===== src/rtl/calc_result_bcd.sv =====
// calc_result_bcd
//   Captures the result of a 6-bit add/sub stage and converts its magnitude
//   to BCD. The conversion uses a double-dabble shifter that runs for 7 cycles.
//
// Ports
//   clk       in   rising-edge clock
//   rst_n     in   asynchronous active-low reset
//   start     in   request capture of the current adder result (ignored while busy)
//   sum[5:0]  in   sum bus of the add/sub stage
//   cout[5:0] in   per-bit carries; cout[5] = final carry-out, cout[4] = carry into bit 5
//   sub_mode  in   1 = two's-complement subtraction result, 0 = unsigned addition
//   busy      out  conversion in progress
//   done      out  one-cycle pulse when neg/ovf/hund/tens/ones are updated
//   neg       out  result is negative
//   ovf       out  signed overflow
//   hund      out  BCD hundreds digit (0 or 1)
//   tens[3:0] out  BCD tens digit
//   ones[3:0] out  BCD ones digit
module calc_result_bcd (
  input  logic       clk,
  input  logic       rst_n,
  input  logic       start,
  input  logic [5:0] sum,
  input  logic [5:0] cout,
  input  logic       sub_mode,
  output logic       busy,
  output logic       done,
  output logic       neg,
  output logic       ovf,
  output logic       hund,
  output logic [3:0] tens,
  output logic [3:0] ones
);

  typedef enum logic {IDLE, SHIFT} state_t;

  state_t      state_reg;
  logic [2:0]  cnt_reg;
  logic [6:0]  mag_reg;
  logic        hund_s_reg;
  logic [7:0]  bcd_s_reg;     // {tens, ones} scratch digits
  logic        neg_l_reg;
  logic        ovf_l_reg;

  // Only the two top carries matter; the lower carries are part of the bus
  // but carry no information this block needs.
  logic unused_cout;
  assign unused_cout = ^cout[3:0];

  // Magnitude selected at capture time.
  logic [6:0] sext_sum;
  logic [6:0] mag_in;
  always_comb begin
    sext_sum = {sum[5], sum};
    if (!sub_mode)
      mag_in = {cout[5], sum};
    else if (sum[5])
      mag_in = ~sext_sum + 7'd1;   // 7-bit negation so -32 maps to 32
    else
      mag_in = sext_sum;
  end

  // Double-dabble step: add 3 to each scratch digit >= 5, then shift left.
  // The hundreds digit never exceeds 1, so it needs no adjustment.
  logic [7:0] bcd_adj;
  genvar gi;
  generate
    for (gi = 0; gi < 2; gi++) begin : g_adj
      assign bcd_adj[gi*4 +: 4] = (bcd_s_reg[gi*4 +: 4] >= 4'd5) ?
                                  bcd_s_reg[gi*4 +: 4] + 4'd3 :
                                  bcd_s_reg[gi*4 +: 4];
    end
  endgenerate

  logic       hund_next;
  logic [7:0] bcd_next;
  assign hund_next = bcd_adj[7];
  assign bcd_next  = {bcd_adj[6:0], mag_reg[6]};

  always_ff @(posedge clk or negedge rst_n) begin
    if (!rst_n) begin
      state_reg  <= IDLE;
      cnt_reg    <= 3'd0;
      mag_reg    <= 7'd0;
      hund_s_reg <= 1'b0;
      bcd_s_reg  <= 8'd0;
      neg_l_reg  <= 1'b0;
      ovf_l_reg  <= 1'b0;
      busy       <= 1'b0;
      done       <= 1'b0;
      neg        <= 1'b0;
      ovf        <= 1'b0;
      hund       <= 1'b0;
      tens       <= 4'd0;
      ones       <= 4'd0;
    end else begin
      done <= 1'b0;
      case (state_reg)
        IDLE: begin
          if (start) begin
            state_reg  <= SHIFT;
            busy       <= 1'b1;
            cnt_reg    <= 3'd0;
            hund_s_reg <= 1'b0;
            bcd_s_reg  <= 8'd0;
            mag_reg    <= mag_in;
            neg_l_reg  <= sub_mode & sum[5];
            ovf_l_reg  <= sub_mode & (cout[5] ^ cout[4]);
          end
        end
        SHIFT: begin
          hund_s_reg <= hund_next;
          bcd_s_reg  <= bcd_next;
          mag_reg    <= {mag_reg[5:0], 1'b0};
          cnt_reg    <= cnt_reg + 3'd1;
          // Seventh shift: publish the just-completed digits directly.
          if (cnt_reg == 3'd6) begin
            state_reg <= IDLE;
            busy      <= 1'b0;
            done      <= 1'b1;
            hund      <= hund_next;
            tens      <= bcd_next[7:4];
            ones      <= bcd_next[3:0];
            neg       <= neg_l_reg;
            ovf       <= ovf_l_reg;
          end
        end
        default: state_reg <= IDLE;
      endcase
    end
  end

endmodule


===== config.mk =====
export PLATFORM = sky130hd
export DESIGN_NAME = calc_result_bcd
export DESIGN_NICKNAME = d
export VERILOG_FILES = /design/src/rtl/calc_result_bcd.sv
export SDC_FILE = /design/constraint.sdc
export NUM_CORES = 1
export LEC_CHECK = 0
export ABC_AREA = 1
export CORE_ASPECT_RATIO = 1.5
export CORE_MARGIN = 1.5
export CORE_UTILIZATION = 45
export DETAILED_ROUTE_END_ITERATION = 10
export PLACE_DENSITY = 0.7
export RECOVER_POWER = 100
export SLEW_MARGIN = 20
export SYNTH_ARGS = -nofsm -noshare
export SYNTH_HDL_FRONTEND = slang
export SYNTH_SLANG_ARGS = --single-unit

===== constraint.sdc =====
create_clock -name clk -period 1.53 [get_ports clk]
set_input_delay 0.306 -clock clk [delete_from_list [all_inputs] [get_ports clk]]
set_output_delay 0.306 -clock clk [all_outputs]
set_load 0.005 [all_outputs]

==> metrics.cfg, run 1 <==
[cts]
clk_path_buf_depth=2
root_buffer=clkbuf_8
cts_tree=done
htree_levels=2
cts_made_buffers=5
cts.sinks=34
clkTransAtPathRegs_ps=70
post_cts_buffers=0
ctsHoldBuffers=0
insertion_delay_ps=290
cts_resized=0

[setup_path]
critPathKind=register to primary output
critPathBufInv=1
setup.worst_path.start_class=register
r2r_setup_slack_ps=180
worstPathCellList=clkdlybuf4s50_1
end_kind=primary output
cp_top_family=buffers and inverters
rr_endpoint=mag_reg[6]$_DFFE_PN0P_
worstReg2RegStart=state_reg$_DFF_PN0_
worstPathRequired_ps=1220
slowest_delay_ps=510
reg2reg_depth=4
worst-path-stages=1
slowest_stage=clkdlybuf4s50_1
crit_fanout=2
crit_arrival_ps=1160

[synth]
synth_cell_types=22
syn_avg_cell_area_um2=8.31
syn-num-nets=221
yosys_register_bits=34
postSynthCellCount=198
yosysSeqAreaShare_pct=51.7
synth_area_um2=1650
yosysWarnings=0

[final_layout]
antennaDiodeCount=0
fillerInstances=321
finalNetCount=256
multi_input_comb_area_um2=673
layout_commonest_cell=nand2_1
final_cells=276
drive_above_1_share_pct=6.84
stdcell_area_um2=2050
largest_register_ffs=8
synthToLayoutAreaGrowth_pct=24.4
register_area_um2=851
final_cell_mix=nand2_1 (65), dfrtp_1 (34), inv_1 (25), clkdlybuf4s50_1 (23), nand3_1 (20)

[floorplanning]
core_um2=3450
die_w_um=52.4
die-area_um2=4040
row_count=26
start_util_pct=47.7
die_h_um=77.1
ios=29

[timing]
fmax_mhz=681
period_needed_ps=1470
finalWorstSetupSlack_ps=62.6
worst_clock_skew_ps=6.65
whs_ps=477
fin_setup_tns_ps=0
rsz0062_at_grt=no
finalHoldViolCount=0
worst_pin_slew_ps=815
period_share_pct=95.9
setup_viol=0
max-slew-margin-rel_pct=45.6
slew_violations=0

[global_routing]
grt_pass1_vias=1360
grt_use_total_pct=18.9
grt_first_pass_wirelength_um=5730
grt_overflow=0
antenna_found_initial=0
grt_max_degree=35

[place]
port_buffers=24
gp_congestion=0.765
place_inst=268
hpwl_um=2360
place_ws_ps=21.3
place_area_um2=1990

[power_and_ir_drop]
power.leakage_nw=1.04
cellPowerDensity_nw_per_um2=1920
ir_worst_vdd_uv=962

[drt]
drtIter0Drc=9
wl_um=3130
viasPerCell=5.00
drc=0
vias=1380
drt_first_pass_iters=4
wl_per_cell_um=11.3
antenna_left=0

[hold_path]
min_path_cells=2
min_path_type=register to register
min_to=tens[1]$_DFFE_PN0P_
worstHoldStart=tens[1]$_DFFE_PN0P_

[job]
maxCapViolations=0

[outcome]
status=finished, final reports clean

[stage by stage]
step,power [mW],util [%]
2_1_floorplan,2.64,-
3_5_place_dp,3.34,57.8
4_1_cts,4.02,60.5
5_1_grt,4.33,59.4
6_report,3.92,59.4
3_3_place_gp,3.29,57.8
[synth_stat cells]
master   count  share of area [%]
o22ai_1      2               0.76
nand3_1     20                6.1
nor2_2       1               0.38
a21oi_1      1               0.30
nand4_1      2               0.76
nand3_2      1               0.61
o31ai_1      1               0.46
nand2_1     65                 15
nor2_1       5                1.1
a22oi_1      5                2.3
xor2_1       1               0.53
xnor2_1      1               0.53
buf_2        2               0.61
o21ai_1      3               0.91
dfrtp_1     34                 52
inv_1       24                5.5
ha_1         7                5.3
nand2_2      1               0.38
buf_6        1               0.68
o21ai_0     18                5.5
inv_2        2               0.46
nor3_1       1               0.30
[layer usage]
metal	global-route usage, %	wire [µm]	up-vias
met3	5.25	100	7
met2	32.5	1700	23
li1	-	-	711
met1	20.7	1260	639
met5	0	0	-
met4	8.46	69	0
[area by class of cell]
class	instances	area share (%)
clock buffers	7	4.22
clock inverters	1	0.244
inverters	26	4.77
multi-input cells	135	32.9
flip-flops and latches	34	41.6
well taps	42	2.57
repair buffers	31	13.8
[power breakdown]
| group | internal (mW) | switching [mW] |
|---|---|---|
| Clock | 0.363 | 0.312 |
| Sequential | 1.30 | 0.280 |
| Combinational | 0.762 | 0.905 |
| Total | 2.42 | 1.50 |
[worst max path at each step]
stage / to / startpoint / slack, ps
2_1_floorplan: busy$_DFFE_PN0P_ / cnt_reg[0]$_DFFE_PN0P_ / 390
3_3_place_gp: mag_reg[1]$_DFFE_PN0P_ / sum[0] / 40
3_5_place_dp: mag_reg[1]$_DFFE_PN0P_ / sum[0] / 20
4_1_cts: ones[1] / ones[1]$_DFFE_PN0P_ / 60
5_1_grt: ones[1] / ones[1]$_DFFE_PN0P_ / 20
6_report: ones[1] / ones[1]$_DFFE_PN0P_ / 60
[worst reg2reg max path: stages (launching register included)]
cell	delay [ps]
dfrtp_1	510
nor2_1	190
clkbuf_1	330
a22oi_1	140
o31ai_1	90
[cells by family (layout without fill, tap and decap cells)]
family	Yosys count	count (layout)	share of synthesized area (%)
AOI/OAI and AO/OA	30	30	10.2
xor gates and xnor gates	2	2	1.06
adders and majority gates	7	7	5.32
buffers and inverters	29	65	7.22
DFF	34	34	51.7
and+or+nand+nor	96	96	24.5
No activity file was read; power rests on OpenSTA's default activity.
==> run 2: changes to the inputs <==
- SLEW_MARGIN: 20 -> default
- clock period: 1.53 -> 1.5 ns (I/O delays scaled with it)
==> run 2 against run 1 <==
Compared with the run above:
- clock power grew 2%
- register-to-register slack lost 20 ps
- clock skew shrank 4.0 ps
- utilization is essentially flat
- cell count grew 0.36%
- power grew 2.6%
- critical path type unchanged
- critical endpoint is now neg
- largest cell class unchanged
- largest power group unchanged
==> metrics.cfg, run 2 (synthesis gave the netlist of run 1 again) <==
[outcome]
status=finished, final reports clean

[power_and_ir_drop]
p_int_mw=2.48
p_sw_share_pct=38.4
power_frac_seq_pct=40.2
power.leakage_nw=1.04
p_clk_share_pct=17.1
cellPowerDensity_nw_per_um2=1970
power.total_mw=4.03
p_comb_share_pct=42.7
switching_power_mw=1.55
ir_worst_vdd_uv=910

[final_layout]
drive_above_1_share_pct=6.81
final_cell_mix=nand2_1 (65), dfrtp_1 (34), inv_1 (24), clkdlybuf4s50_1 (23), nand3_1 (21)
multi_input_comb_area_um2=668
layout_commonest_cell=nand2_1
largest_register_ffs=8
antennaDiodeCount=0
fillerInstances=341
finalNetCount=257
register_area_um2=851
synthToLayoutAreaGrowth_pct=24.5
utilization_pct=59.4

[setup_path]
crit_arrival_ps=1160
setup.worst_path.start_class=register
worstPathCellList=clkdlybuf4s50_1
end_kind=primary output
critPathKind=register to primary output
slowest_delay_ps=510
worstPathRequired_ps=1200
cp_top_family=buffers and inverters
slowest_stage=clkdlybuf4s50_1
crit_fanout=2
critPathBufInv=1

[drt]
drtIter0Drc=49
viasPerCell=5.11
drt_first_pass_iters=4
vias=1415
wl_um=3260
antenna_left=0
drc=0
wl_per_cell_um=11.8

[cts]
cts_made_buffers=5
insertion_delay_ps=290
cts.sinks=34
clk_path_buf_depth=2
ctsHoldBuffers=0
htree_levels=2
clkTransAtPathRegs_ps=70
root_buffer=clkbuf_8
cts_resized=0
cts_tree=done

[timing]
finalHoldViolCount=0
slew_violations=0
period_needed_ps=1460
period_share_pct=97.3
finalWorstSetupSlack_ps=41.1
fin_setup_tns_ps=0
fmax_mhz=685
worst_clock_skew_ps=2.65
max-slew-margin-rel_pct=44.4
rsz0062_at_grt=no
worst_pin_slew_ps=834
setup_viol=0

[global_routing]
grt_overflow=0
grt_first_pass_wirelength_um=5780
antenna_found_initial=0
grt_use_total_pct=19.0
grt_max_degree=35
grt_pass1_vias=1402

[job]
maxCapViolations=0

[floorplanning]
die_w_um=52.4
ios=29
row_count=26
die_h_um=77.1
start_util_pct=47.7
core_um2=3450
die-area_um2=4040

[place]
gp_congestion=0.765
hpwl_um=2430
port_buffers=24
place_ws_ps=7.70

[hold_path]
min_path_type=register to register

run 2: cell types whose count changed in the layout (fill, tap and decap cells not counted):
cell and delta:
buf_4 +1, clkbuf_1 +1, clkbuf_2 -1, inv_1 -1, inv_2 +1, nand3_1 +1, nand3_2 -1
run 2: path summary, 6_finish.rpt:
kind                                      from                     end  slack [ps]  cells past startpoint
max                            neg$_DFFE_PN0P_                     neg          40                      1
min                        tens[1]$_DFFE_PN0P_     tens[1]$_DFFE_PN0P_         480                      2
max reg2reg                state_reg$_DFF_PN0_     tens[3]$_DFFE_PN0P_         160                      4
min reg2reg                tens[1]$_DFFE_PN0P_     tens[1]$_DFFE_PN0P_         480                      2
max in group asynchronous                rst_n     tens[3]$_DFFE_PN0P_         340                      2
min in group asynchronous                rst_n  mag_reg[0]$_DFFE_PN0P_         640                      2
run 2: routing by layer:
layer / share of wire, % / GRT usage [%] / vias to the layer above
li1: - / - / 711
met1: 39 / 19.9 / 667
met2: 55 / 33.5 / 29
met3: 2.9 / 4.09 / 8
met4: 2.5 / 10.5 / 0
met5: 0 / 0 / -
run 2: power groups by stage:
stage	logic, mW	clock network [mW]	registers (mW)
floorplan	1.12	0	1.57
global placement	1.73	0	1.63
detailed placement	1.78	0	1.63
CTS	1.79	0.705	1.63
finish	1.72	0.690	1.62
global route	1.99	0.747	1.68
run 2: stage by stage:
stage	hold WS (ps)	instances	instance area, µm²
2_1_floorplan	4.41	198	1650
3_3_place_gp	462	268	1990
3_5_place_dp	465	268	1990
4_1_cts	379	276	2090
5_1_grt	507	277	2050
6_report	478	277	2050
run 2: repair_timing:
| action | 4_1_cts | 5_1_grt |
|---|---|---|
| hold endpoints to repair | 0 | 0 |
| endpoints found under the setup margin | 0 | 1 |
| buffers inserted | 0 | 1 |
run 2: layout make-up:
cell class                 count  area share [%]
clock buffer                   7            4.22
clock inverter                 1           0.244
inverter                      26            4.76
multi-input combinational    135            32.6
sequential                    34            41.5
tap                           42            2.57
timing repair buffer          32            14.1
==> run 3: changes to the inputs <==
- GPL_ROUTABILITY_DRIVEN: default -> 0
==> results of run 3 <==
Final layout, timing and power as in run 2 (identical DEF).
